### config.mk
export PLATFORM = sky130hd
export DESIGN_NAME = mul_sequencer
export DESIGN_NICKNAME = d
export VERILOG_FILES = /design/src/rtl/mul_sequencer.sv
export SDC_FILE = /design/constraint.sdc
export NUM_CORES = 1
export LEC_CHECK = 0
export CAP_MARGIN = 20
export CORE_ASPECT_RATIO = 1.4
export CORE_UTILIZATION = 55
export CTS_BUF_LIST = sky130_fd_sc_hd__clkbuf_4 sky130_fd_sc_hd__clkbuf_8
export CTS_CLUSTER_SIZE = 12
export DETAILED_ROUTE_END_ITERATION = 10
export PLACE_DENSITY_LB_ADDON = 0.12
export SETUP_SLACK_MARGIN = 0.4
export SLEW_MARGIN = 30
export SYNTH_ARGS = -nofsm -noshare
export SYNTH_HDL_FRONTEND = slang
export SYNTH_SLANG_ARGS = --single-unit
### constraint.sdc
create_clock -name clk -period 10.16 [get_ports clk]
set_clock_uncertainty 0.1 [all_clocks]
set_input_delay 2.032 -clock clk [delete_from_list [all_inputs] [get_ports clk]]
set_output_delay 2.032 -clock clk [all_outputs]
set_load 0.02 [all_outputs]
### src/rtl/mul_sequencer.sv
// Iterative shift-add multiplier for the EX stage: captures signed or unsigned operands,
// runs WIDTH add/shift steps while stalling the front end, then presents a 2*WIDTH product.
module mul_sequencer #(
    parameter int WIDTH = 32
) (
    input  logic             clk,
    input  logic             rst_n,
    input  logic             start,
    input  logic             signed_op,
    input  logic [WIDTH-1:0] op_a,
    input  logic [WIDTH-1:0] op_b,
    input  logic             flush,
    output logic             stall,
    output logic             busy,
    output logic             done,
    output logic [WIDTH-1:0] result_lo,
    output logic [WIDTH-1:0] result_hi
);

    localparam int CW = $clog2(WIDTH + 1);

    typedef enum logic [1:0] {IDLE, BUSY, DONE} state_t;

    state_t           state_reg, state_next;
    logic [CW-1:0]    count_reg;
    logic [WIDTH-1:0] acc_hi_reg, acc_lo_reg, mcand_reg;
    logic             neg_reg;

    logic             capture, finish, step;
    logic [WIDTH-1:0] mag_a, mag_b;
    logic [WIDTH:0]   sum;
    logic [WIDTH-1:0] acc_hi_next, acc_lo_next;
    logic [2*WIDTH-1:0] product, product_final;

    // Magnitude of the most-negative value is 2^(WIDTH-1), which still fits unsigned.
    assign mag_a = (signed_op && op_a[WIDTH-1]) ? -op_a : op_a;
    assign mag_b = (signed_op && op_b[WIDTH-1]) ? -op_b : op_b;

    // One shift-add step; the adder carry becomes the new MSB after the shift.
    assign sum         = {1'b0, acc_hi_reg} + (acc_lo_reg[0] ? {1'b0, mcand_reg} : '0);
    assign acc_hi_next = sum[WIDTH:1];
    assign acc_lo_next = {sum[0], acc_lo_reg[WIDTH-1:1]};
    assign product       = {acc_hi_next, acc_lo_next};
    assign product_final = neg_reg ? -product : product;

    always_ff @(posedge clk or negedge rst_n) begin
        if (!rst_n) begin
            state_reg <= IDLE;
        end else begin
            state_reg <= state_next;
        end
    end

    always_comb begin
        state_next = state_reg;
        stall      = 1'b0;
        busy       = 1'b0;
        done       = 1'b0;
        capture    = 1'b0;
        finish     = 1'b0;
        step       = 1'b0;
        case (state_reg)
            IDLE: begin
                if (start && !flush) begin
                    capture    = 1'b1;
                    stall      = 1'b1;
                    state_next = BUSY;
                end
            end
            BUSY: begin
                busy  = 1'b1;
                stall = !flush;
                if (flush) begin
                    state_next = IDLE;
                end else begin
                    step = 1'b1;
                    if (count_reg == CW'(1)) begin
                        finish     = 1'b1;
                        state_next = DONE;
                    end
                end
            end
            DONE: begin
                // start is still high for the retiring MUL, so it is not looked at here
                done       = 1'b1;
                state_next = IDLE;
            end
            default: state_next = IDLE;
        endcase
    end

    always_ff @(posedge clk or negedge rst_n) begin
        if (!rst_n) begin
            count_reg  <= '0;
            acc_hi_reg <= '0;
            acc_lo_reg <= '0;
            mcand_reg  <= '0;
            neg_reg    <= 1'b0;
            result_lo  <= '0;
            result_hi  <= '0;
        end else if (capture) begin
            count_reg  <= CW'(WIDTH);
            acc_hi_reg <= '0;
            acc_lo_reg <= mag_b;
            mcand_reg  <= mag_a;
            neg_reg    <= signed_op && (op_a[WIDTH-1] ^ op_b[WIDTH-1]);
        end else if (step) begin
            count_reg  <= count_reg - CW'(1);
            acc_hi_reg <= acc_hi_next;
            acc_lo_reg <= acc_lo_next;
            if (finish) begin
                result_hi <= product_final[2*WIDTH-1:WIDTH];
                result_lo <= product_final[WIDTH-1:0];
            end
        end
    end

endmodule

# Word level (Yosys, flattened, before mapping)
# Cells that the tools add are included.
op_classes:
  n_addsub: 5
  multipliers: 0
  div_mod_pow: 0
  magnitude_cmp: 0
  eq_ne: 5
  shift: 0
  n_mux: 24
  bitwise_logic: 2
  n_reduce_logical: 9
ops:
  columns: ["op", "n"]
  rows:
  - ["$mux W32", 7]
  - ["$mux W64", 1]
  - ["$neg A32 Y32", 2]
  - ["$neg A64 Y64", 1]
  - ["$add A32 B32 Y33", 1]
  - ["$mux W6", 2]
  - ["$mux W1", 9]
  - ["$eq A6 B1 Y1 const B", 1]
  - ["$mux W2", 3]
  - ["$sub A6 B1 Y6 const B", 1]
  - ["$logic_and A1 B1 Y1", 4]
  - ["$pmux W2 S2", 1]
  - ["$ne A3 B3 Y1 const B", 1]
  - ["$reduce_and A3 Y1", 1]
  - ["$eq A2 B1 Y1 const B", 1]
  - ["$eq A2 B2 Y1 const B", 1]
  - ["$logic_not A2 Y1", 1]
  - ["$ne A2 B2 Y1 const B", 1]
  - ["$pmux W1 S2", 1]
  - ["$reduce_and A2 Y1", 1]
  - ["$reduce_bool A2 Y1", 1]
  - ["$logic_not A1 Y1", 1]
  - ["$not A1 Y1", 1]
  - ["$xor A1 B1 Y1", 1]
totals:
  reg_bits: 169
  latchBits: 0
  mem_bits_rw: 0
  romBits: 0
  input_bits: 69
  n_memories: 0

# Logic depth before layout (Yosys ltp)
# Gate-level depths: netlist of run 1.
depth:
  depth_word: 6
  ltp_mapped: 15

# Worst setup path before layout of run 1
# OpenSTA, ideal clock, no wires.
synth_timing:
  path_kind: "input port to output port"
  startpoint: "in flush"
  endpoint: "out stall"
  arrival_time_ns: 2.941
  required_time_ns: 8.028
  setup_slack_ns: 5.087
  stages: 5
  path_buffers: 1
  path_cell_list: "nor2_1 > and2_1 > clkbuf_1 > nor2_1 > inv_1"
synth_between:
  elab_chain_cells: 4
synth_rtl:
  columns: ["element", "line_no", "text"]
  rows:
  - ["from (decl)", "12", "input logic flush,"]
  - ["$logic_not A1 Y1 *", "64, 72", null]
  - ["$logic_and A1 B1 Y1", "64", "if (start && !flush) begin"]
  - ["$mux W1", "64", null]
  - ["$pmux W1 S2 *", "62", "case (state_reg)"]
  - ["to (decl)", "13", "output logic stall,"]
# Mark *: on every way between the ends. The rest lies on a longest branch, timed or not.

# Final worst setup path of run 1
# Same ends and word-level chain as after synthesis.

==> results.py, run 1 <==
metrics = {
    "grt": {
        "grt_usage_pct": 29.4,
        "grt_pass1_vias": 9820,
        "grt_max_degree": 107,
        "grt_pass1_wl_um": 48400,
        "antenna_found_initial": 0,
        "grt-ovfl-total": 0,
    },
    "setup_path": {
        "criticalPathCategory": "input pin to output port",
        "worstPathRequired_ns": 8.03,
        "cp-start-kind": "input pin",
        "crit_fanout": 61,
        "reg2reg_depth": 13,
        "endpoint_kind": "output port",
        "crit_arrival_ns": 4.20,
    },
    "synthesis": {
        "ys_seq_area_share_pct": 37.2,
        "synth_seq_cells": 169,
        "syn_area_mm2": 0.0114,
        "synthFlopType": "dfrtp_1",
        "synth_edf_count": 0,
        "ys_types": 84,
        "synth_nets": 1413,
        "yosysWarnings": 0,
        "syn_avg_cell_area_um2": 8.71,
        "synthTopCellsByArea": "dfrtp_1 (37%), o21ai_0 (7.0%), xor2_1 (6.5%)",
        "synth_top_area_share_pct": 37.2,
        "synthCells": 1306,
        "async_flop_share_pct": 100,
        "synth_area_leader_cell": "dfrtp_1",
    },
    "die": {
        "fp.coreArea_mm2": 0.0201,
        "row_count": 61,
        "ios": 136,
        "dieArea_mm2": 0.0213,
        "initial_core_util_pct": 56.7,
        "die_h_um": 172,
        "die_w_um": 124,
    },
    "routing": {
        "ant_nets": 0,
        "drt_iter0_drc": 677,
        "routed_via_density": 6.04,
        "vias": 10000,
        "wirelength_um": 29900,
        "drc": 0,
        "avgRoutedWirePerCell_um": 18.0,
        "dr.pass1.iters": 5,
    },
    "sta": {
        "setup_viol": 0,
        "fmax_mhz": 158,
        "rsz0062_at_grt": "false",
        "slew_headroom_pct": 34.4,
        "fin_crit_sh_pct": 62.3,
        "hold_violations": 0,
        "period_minus_slack_ns": 6.33,
        "tns_ns": 0,
        "tightest_slew_ns": 0.975,
        "final_max_slew_viol_count": 0,
    },
    "pwr": {
        "seqPwrFrac_pct": 35.4,
        "clock_power_share_pct": 17.0,
        "switching_share_pct": 43.7,
        "pwr-share-comb_pct": 47.6,
        "p_leak_uw": 0.00557,
        "switchingPower_uw": 1300,
        "intPower_uw": 1680,
        "cellPowerDensity_mw_per_mm2": 225,
        "vdd_drop_max_mv": 0.101,
    },
    "placement": {
        "portBuffers": 135,
        "dp_hpwl_um": 22300,
        "dp_cells": 1626,
        "gp_congestion": 0.938,
        "place_area_mm2": 0.0128,
    },
    "finish": {
        "nFillCells": 1756,
        "num_antenna_cells": 0,
        "syn_to_final_growth_pct": 16.4,
        "drive_above_1_share_pct": 5.69,
        "fin_nets": 1500,
        "final_area_mm2": 0.0132,
        "final_cells": 1658,
    },
    "cts": {
        "htree_levels": 4,
        "cts_setup_buffers": 0,
        "clk_pin_slew_ns": 0.10,
        "worstSkewPairLatency_ns": 0.47,
        "postCtsHoldBufs": 0,
        "clk_root_buffer_cell": "clkbuf_8",
        "cts_tree": "yes",
        "cts_buffer_depth": 2,
        "cts.sinks": 169,
        "cts_resized": 0,
        "cts_inserted_buffers": 17,
    },
    "flow_run": {
        "maxCapViolCount": 0,
    },
    "worst_hold_path": {
        "hold_depth": 2,
        "holdCritPathClass": "register to register",
    },
    "outcome": {
        "status": "completed",
    },
}
-- worst paths after layout --
| kind | to | slack (ns) | from |
|---|---|---|---|
| setup / recovery | stall | 3.83 | flush |
| hold / removal | mcand_reg[22] | 0.39 | mcand_reg[22] |
| setup reg to reg | result_hi[25] | 5.13 | acc_lo_reg[0] |
| hold reg to reg | mcand_reg[22] | 0.39 | mcand_reg[22] |
| max in group asynchronous | neg_reg | 6.99 | rst_n |
| min in group asynchronous | result_hi[11] | 1.57 | rst_n |
-- layout make-up --
type,count,area (µm²),share of cell area [%]
Clock buffer,17,234,1.77
Tap cell,252,315,2.38
Sequential cell,169,4230,31.9
Multi-Input combinational cell,1041,6790,51.3
Clock inverter,15,181,1.37
Timing Repair Buffer,143,1420,10.7
Inverter,21,78.8,0.595
-- through the flow --
| stage | total power [µW] | hold WS [ns] | util (%) | setup slack [ns] |
|---|---|---|---|---|
| after floorplan | 1990 | 0.338 | - | 5.09 |
| after global placement | 2450 | 0.350 | 63.9 | 3.83 |
| after detailed placement | 2480 | 0.363 | 63.9 | 3.80 |
| after CTS | 2990 | 0.386 | 66.0 | 3.80 |
| after global routing | 3190 | 0.397 | 66.0 | 3.68 |
| final | 2980 | 0.386 | 66.0 | 3.83 |
-- critical path: stages --
cell	delay, ns
clkdlybuf4s50_1	0.43
nor2_1	0.16
and2_2	0.16
buf_4	0.57
nor2_4	0.07
inv_1	0.14
clkdlybuf4s50_1	0.62
-- per-layer routing --
layer / global-route usage [%] / up-vias / share of wire (%)
met5: 0 / - / 0
met3: 4.62 / 71 / 4.1
li1: - / 4907 / -
met4: 15.9 / 0 / 4.7
met2: 51.8 / 271 / 52
met1: 33.7 / 4766 / 40
-- power groups by stage --
| stage | Combinational (µW) | Clock (µW) | Sequential (µW) |
|---|---|---|---|
| 2_1_floorplan | 869 | 0 | 1120 |
| 3_3_place_gp | 1390 | 0 | 1060 |
| 3_5_place_dp | 1410 | 0 | 1060 |
| 4_1_cts | 1420 | 512 | 1050 |
| 5_1_grt | 1560 | 542 | 1080 |
| 6_report | 1420 | 508 | 1050 |
-- synthesized netlist by cell type (all sizes together) (5+ instances only) --
cell type	instances
o21ai	183
nand2	174
dfrtp	169
xor2	84
clkbuf	66
nor2	57
a21oi	53
xnor2	51
and2	42
ha	37
a22oi	31
a22o	28
o31ai	28
nor3	23
or3	23
a21o	21
inv	21
nor4	19
nand3	15
o41ai	14
nand4	11
o211ai	11
or2	11
a31oi	10
and3	10
buf	9
o21a	9
nor2b	8
or4	8
a211oi	7
mux2i	6
nand2b	6
nand3b	5
-- cells by family after synthesis --
kind of cell	synth area share, %
XOR/XNOR	10.4
adder cells (fa/ha/maj)	4.25
multiplexers	0.759
AND/OR/NAND/NOR	19.0
AO/OA/AOI/OAI	25.1
flip-flops	37.2
buffers and inverters	3.32
-- layout by cell type (no fill, tap or decap), drive strengths merged, types with 14 or more instances in the layout --
cell type and instances:
xnor2 51, nor2 57, nand2 174, o21ai 183, or3 23, o31ai 28, a21oi 53, ha 37
inv 28, a22o 28, clkdlybuf4s50 134, clkbuf 18, dfrtp 169, o41ai 14, nand3 15, xor2 84
and2 42, nor4 19, a21o 21, a22oi 31, nor3 23
Note: power is estimated with default switching activity, not from simulation.
==> run 2: changes to the inputs <==
==> constraint.sdc (replaced) <==
create_clock -name clk -period 6 [get_ports clk]
set_clock_uncertainty 0.1 [all_clocks]
set_input_delay 1.2 -clock clk [delete_from_list [all_inputs] [get_ports clk]]
set_output_delay 1.2 -clock clk [all_outputs]
set_load 0.02 [all_outputs]
==> results.py, run 2 (synthesized netlist as in run 1, its figures left out) <==
metrics = {
    "outcome": {
        "status": "completed",
    },
    "routing": {
        "vias": 10100,
        "wirelength_um": 30800,
        "drt_iter0_drc": 706,
        "drc": 0,
        "ant_nets": 0,
        "routed_via_density": 6.08,
        "avgRoutedWirePerCell_um": 18.6,
        "dr.pass1.iters": 8,
    },
    "sta": {
        "fin_crit_sh_pct": 81.1,
        "tightest_slew_ns": 0.961,
        "final_max_slew_viol_count": 0,
        "setup_viol": 0,
        "tns_ns": 0,
        "fmax_mhz": 205,
        "rsz0062_at_grt": "false",
        "period_minus_slack_ns": 4.87,
        "hold_violations": 0,
        "slew_headroom_pct": 35.4,
    },
    "pwr": {
        "p_total_uw": 5130,
        "p_leak_uw": 0.00558,
        "switching_share_pct": 42.6,
        "intPower_uw": 2950,
        "vdd_drop_max_mv": 0.216,
        "pwr-share-comb_pct": 46.3,
        "switchingPower_uw": 2190,
        "cellPowerDensity_mw_per_mm2": 387,
        "clock_power_share_pct": 18.1,
        "seqPwrFrac_pct": 35.6,
    },
    "cts": {
        "cts_buffer_depth": 2,
        "cts_resized": 0,
        "cts_inserted_buffers": 17,
        "clk_root_buffer_cell": "clkbuf_8",
        "cts_setup_buffers": 0,
        "worstSkewPairLatency_ns": 0.48,
        "cts.sinks": 169,
        "cts_tree": "yes",
        "clk_pin_slew_ns": 0.10,
        "postCtsHoldBufs": 0,
        "htree_levels": 4,
    },
    "placement": {
        "dp_cells": 1628,
        "portBuffers": 135,
        "dp_hpwl_um": 23000,
        "gp_congestion": 0.945,
    },
    "setup_path": {
        "worstPathRequired_ns": 6.25,
        "critPathBufInv": 0,
        "crit_chain": "and2_1, ha_1, fa_1, a21o_1, a221oi_4, or4b_1, a21oi_1, a2bb2oi_2, a2111oi_4, nand4b_1, o41ai_1, xor2_1, o21ai_1",
        "cp-start-kind": "register",
        "endpoint_kind": "register",
        "cpMaxStageDelayCell": "dfrtp_1",
        "cpPeakStageDelay_ns": 0.72,
        "crit_family": "compound AO/OA/AOI/OAI gates",
        "crit_arrival_ns": 5.12,
        "crit_fanout": 33,
        "criticalPathCategory": "register to register",
    },
    "die": {
        "dieArea_mm2": 0.0213,
        "fp.coreArea_mm2": 0.0201,
        "row_count": 61,
        "ios": 136,
        "die_h_um": 172,
        "initial_core_util_pct": 56.7,
        "die_w_um": 124,
    },
    "finish": {
        "fin_nets": 1502,
        "layout_common_cells": "nand2_1 (173), dfrtp_1 (168), o21ai_0 (158)",
        "syn_to_final_growth_pct": 16.8,
        "drive_above_1_share_pct": 5.76,
        "final_cells": 1659,
        "num_antenna_cells": 0,
        "mostFrequentLayoutCell": "nand2_1",
    },
    "grt": {
        "grt-ovfl-total": 0,
        "antenna_found_initial": 0,
        "grt_pass1_vias": 9657,
        "grt_max_degree": 94,
        "grt_pass1_wl_um": 49300,
        "grt_usage_pct": 30.3,
    },
    "worst_hold_path": {
        "holdCritPathClass": "register to register",
    },
    "flow_run": {
        "maxCapViolCount": 0,
    },
}
[run 2: worst paths after layout]
path | from | cells after the start | endpoint | slack (ns)
hold reg to reg | mcand_reg[24] | 2 | mcand_reg[24] | 0.38
setup reg to reg | acc_lo_reg[0] | 13 | result_hi[25] | 1.13
max in group asynchronous | rst_n | 2 | acc_hi_reg[22] | 4.05
min in group asynchronous | rst_n | 1 | result_hi[9] | 0.63
hold / removal | mcand_reg[24] | 2 | mcand_reg[24] | 0.38
setup / recovery | acc_lo_reg[0] | 13 | result_hi[25] | 1.13
[run 2: worst register-to-register path, cell delays in order (launching register included)]
cell	delay, ns
dfrtp_1	0.72
and2_1	0.33
ha_1	0.22
fa_1	0.41
a21o_1	0.21
a221oi_4	0.47
or4b_1	0.32
a21oi_1	0.12
a2bb2oi_2	0.21
a2111oi_4	0.41
nand4b_1	0.44
o41ai_1	0.52
xor2_1	0.18
o21ai_1	0.07
[run 2: cell type report]
cell class | instances | area (µm²)
Clock buffer | 17 | 234
Multi-Input combinational cell | 1041 | 6790
Sequential cell | 169 | 4230
Timing Repair Buffer | 145 | 1430
Fill cell | 1742 | 6790
Inverter | 21 | 78.8
Clock inverter | 14 | 208
Tap cell | 252 | 315
[run 2: per-layer routing]
| metal | up-vias | track usage (%) | wire length [µm] |
|---|---|---|---|
| met1 | 4819 | 34.4 | 12200 |
| met5 | - | 0 | 0 |
| met3 | 68 | 4.75 | 1170 |
| met2 | 280 | 53.8 | 15900 |
| li1 | 4921 | - | - |
| met4 | 0 | 16.7 | 1580 |
[run 2: metrics by stage]
step | setup slack, ns | area (µm²) | hold WS (ns) | utilization [%]
after detailed placement | 1.21 | 12800 | 0.367 | 64.0
after floorplan | 2.20 | 11400 | 0.338 | -
final | 1.13 | 13300 | 0.380 | 66.2
after CTS | 1.16 | 13300 | 0.388 | 66.2
after global routing | 0.874 | 13300 | 0.407 | 66.2
after global placement | 1.29 | 12800 | 0.353 | 64.0
[run 2: power groups by stage]
stage / combinational [µW] / sequential (µW) / clock [µW]
after floorplan: 1470 / 1890 / 0
after global placement: 2330 / 1830 / 0
after detailed placement: 2360 / 1840 / 0
after CTS: 2380 / 1820 / 937
after global routing: 2600 / 1880 / 987
final: 2380 / 1830 / 927
==> run 3: changes to the inputs <==
--- a/config.mk
+++ b/config.mk
@@ -7,7 +7,7 @@
 export LEC_CHECK = 0
 export CAP_MARGIN = 20
 export CORE_ASPECT_RATIO = 1.4
-export CORE_UTILIZATION = 55
+export CORE_UTILIZATION = 53
 export CTS_BUF_LIST = sky130_fd_sc_hd__clkbuf_4 sky130_fd_sc_hd__clkbuf_8
 export CTS_CLUSTER_SIZE = 12
 export DETAILED_ROUTE_END_ITERATION = 10
==> constraint.sdc (replaced) <==
create_clock -name clk -period 4.2 [get_ports clk]
set_clock_uncertainty 0.1 [all_clocks]
set_input_delay 0.84 -clock clk [delete_from_list [all_inputs] [get_ports clk]]
set_output_delay 0.84 -clock clk [all_outputs]
set_load 0.02 [all_outputs]
==> results.py, run 3 (synthesized netlist as in run 1, its figures left out) <==
metrics = {
    "pwr": {
        "seqPwrFrac_pct": 33.0,
        "clock_power_share_pct": 13.5,
        "cellPowerDensity_mw_per_mm2": 547,
        "pwr-share-comb_pct": 53.5,
        "switchingPower_uw": 3340,
        "switching_share_pct": 42.6,
        "p_leak_uw": 0.00603,
        "vdd_drop_max_mv": 0.283,
        "intPower_uw": 4500,
        "p_total_uw": 7830,
    },
    "grt": {
        "antenna_found_initial": 0,
        "grt-ovfl-total": 0,
        "grt_pass1_vias": 10200,
        "grt_max_degree": 128,
        "grt_usage_pct": 29.8,
        "grt_pass1_wl_um": 51300,
    },
    "routing": {
        "drt_iter0_drc": 609,
        "drc": 0,
        "vias": 10500,
        "wirelength_um": 32600,
        "dr.pass1.iters": 5,
        "routed_via_density": 5.94,
        "ant_nets": 0,
        "avgRoutedWirePerCell_um": 18.6,
    },
    "cts": {
        "worstSkewPairLatency_ns": 0.48,
        "htree_levels": 4,
        "clk_pin_slew_ns": 0.09,
        "postCtsHoldBufs": 0,
        "clk_root_buffer_cell": "clkbuf_8",
        "cts_tree": "yes",
        "cts_buffer_depth": 2,
        "cts.sinks": 169,
        "cts_inserted_buffers": 17,
    },
    "die": {
        "fp.coreArea_mm2": 0.0211,
        "dieArea_mm2": 0.0221,
        "die_h_um": 175,
        "die_w_um": 126,
        "initial_core_util_pct": 53.8,
        "row_count": 63,
        "ios": 136,
    },
    "sta": {
        "hold_slack_ns": 0.296,
        "tightest_slew_ns": 0.779,
        "setup_viol": 0,
        "fmax_mhz": 258,
        "fin_crit_sh_pct": 92.2,
        "period_minus_slack_ns": 3.87,
        "slew_headroom_pct": 48.1,
        "rsz0062_at_grt": "true",
        "final_max_slew_viol_count": 0,
        "hold_violations": 0,
    },
    "placement": {
        "dp_hpwl_um": 24100,
        "portBuffers": 135,
        "dp_cells": 1697,
        "gp_congestion": 0.962,
    },
    "setup_path": {
        "timing.rr.end": "result_hi[29]",
        "cp-start-kind": "register",
        "r2r_start": "acc_lo_reg[0]",
        "crit_arrival_ns": 4.12,
        "criticalPathCategory": "register to register",
        "ff2ff_setup_slack_ns": 0.33,
        "worstPathRequired_ns": 4.45,
        "crit_fanout": 6,
        "reg2reg_depth": 14,
        "endpoint_kind": "register",
    },
    "worst_hold_path": {
        "holdCritPathClass": "input pin to asynchronous set/reset pin",
    },
    "flow_run": {
        "maxCapViolCount": 0,
    },
    "finish": {
        "syn_to_final_growth_pct": 26.0,
        "fin_nets": 1592,
        "final_cells": 1758,
        "num_antenna_cells": 0,
        "layout_common_cells": "nand2_1 (172), dfrtp_1 (167), o21ai_0 (149)",
        "drive_above_1_share_pct": 15.6,
        "mostFrequentLayoutCell": "nand2_1",
    },
    "outcome": {
        "status": "completed",
    },
}
-- run 3: cell types whose count changed in the layout (fill, tap and decap cells not counted), moves of 5 or more --
| cell | delta |
|---|---|
| and2_1 | -9 |
| clkinv_2 | +6 |
| ha_1 | -13 |
| ha_2 | +5 |
| and2_2 | +5 |
| ha_4 | +8 |
| buf_6 | +8 |
| o21ai_2 | +5 |
| o21ai_0 | -9 |
| buf_4 | +77 |
-- run 3: stage by stage --
step           area [µm²]  setup TNS, ns  utilization [%]  setup WS, ns
3_3_place_gp        13300              0             63.1        0.0661
4_1_cts             14000              0             66.3         0.393
2_1_floorplan       11400              0                -         0.446
6_report            14300              0             67.8         0.329
3_5_place_dp        13300         -0.205             63.1        -0.105
5_1_grt             14300              0             67.8         0.194
-- run 3: worst max path at each step --
| stage | slack [ns] | start | to |
|---|---|---|---|
| final | 0.33 | acc_lo_reg[0] | result_hi[29] |
| after global placement | 0.07 | acc_lo_reg[0] | result_hi[27] |
| after floorplan | 0.45 | acc_lo_reg[0] | result_hi[29] |
| after CTS | 0.39 | acc_lo_reg[0] | result_hi[29] |
| after detailed placement | -0.10 | acc_lo_reg[0] | result_hi[31] |
| after global routing | 0.19 | acc_lo_reg[0] | result_hi[29] |
-- run 3: metal layers --
| metal | wire length, µm | track usage (%) | share of wire [%] |
|---|---|---|---|
| met5 | 0 | 0 | 0 |
| met3 | 1160 | 4.23 | 3.6 |
| met2 | 17100 | 53.7 | 52 |
| met1 | 12800 | 33.8 | 39 |
| met4 | 1560 | 16.9 | 4.8 |
-- run 3: timing repair --
item,in CTS,in global routing
buffers inserted,16,12
pin swaps,24,18
hold endpoints to repair,0,0
resized for setup,52,48
setup endpoints to repair,21,17
gates cloned,0,1
-- run 3: critical path, stage by stage (launching register included) --
cell and delay [ns]:
dfrtp_2 0.47, and2_4 0.18, ha_4 0.16, fa_2 0.35, a21o_1 0.23, a221oi_4 0.36, or4b_4 0.25, a211oi_4 0.07
or3_4 0.35, a22oi_2 0.24, nand4b_1 0.16, buf_6 0.18, o41ai_4 0.35, xor2_1 0.21, o21ai_1 0.09
-- run 3: cell type report --
type	count	area (µm²)
Clock buffer	21	277
Clock inverter	11	71.3
Fill cell	1787	6800
Inverter	21	78.8
Multi-Input combinational cell	1042	7190
Sequential cell	169	4230
Tap cell	260	325
Timing Repair Buffer	234	2150
-- run 3: power groups by stage --
stage	logic, µW	registers [µW]	clock network [µW]
after floorplan	2110	2700	0
after global placement	3670	2590	0
after detailed placement	3730	2590	0
after CTS	3970	2580	1080
after global routing	4550	2640	1140
final	4190	2580	1060
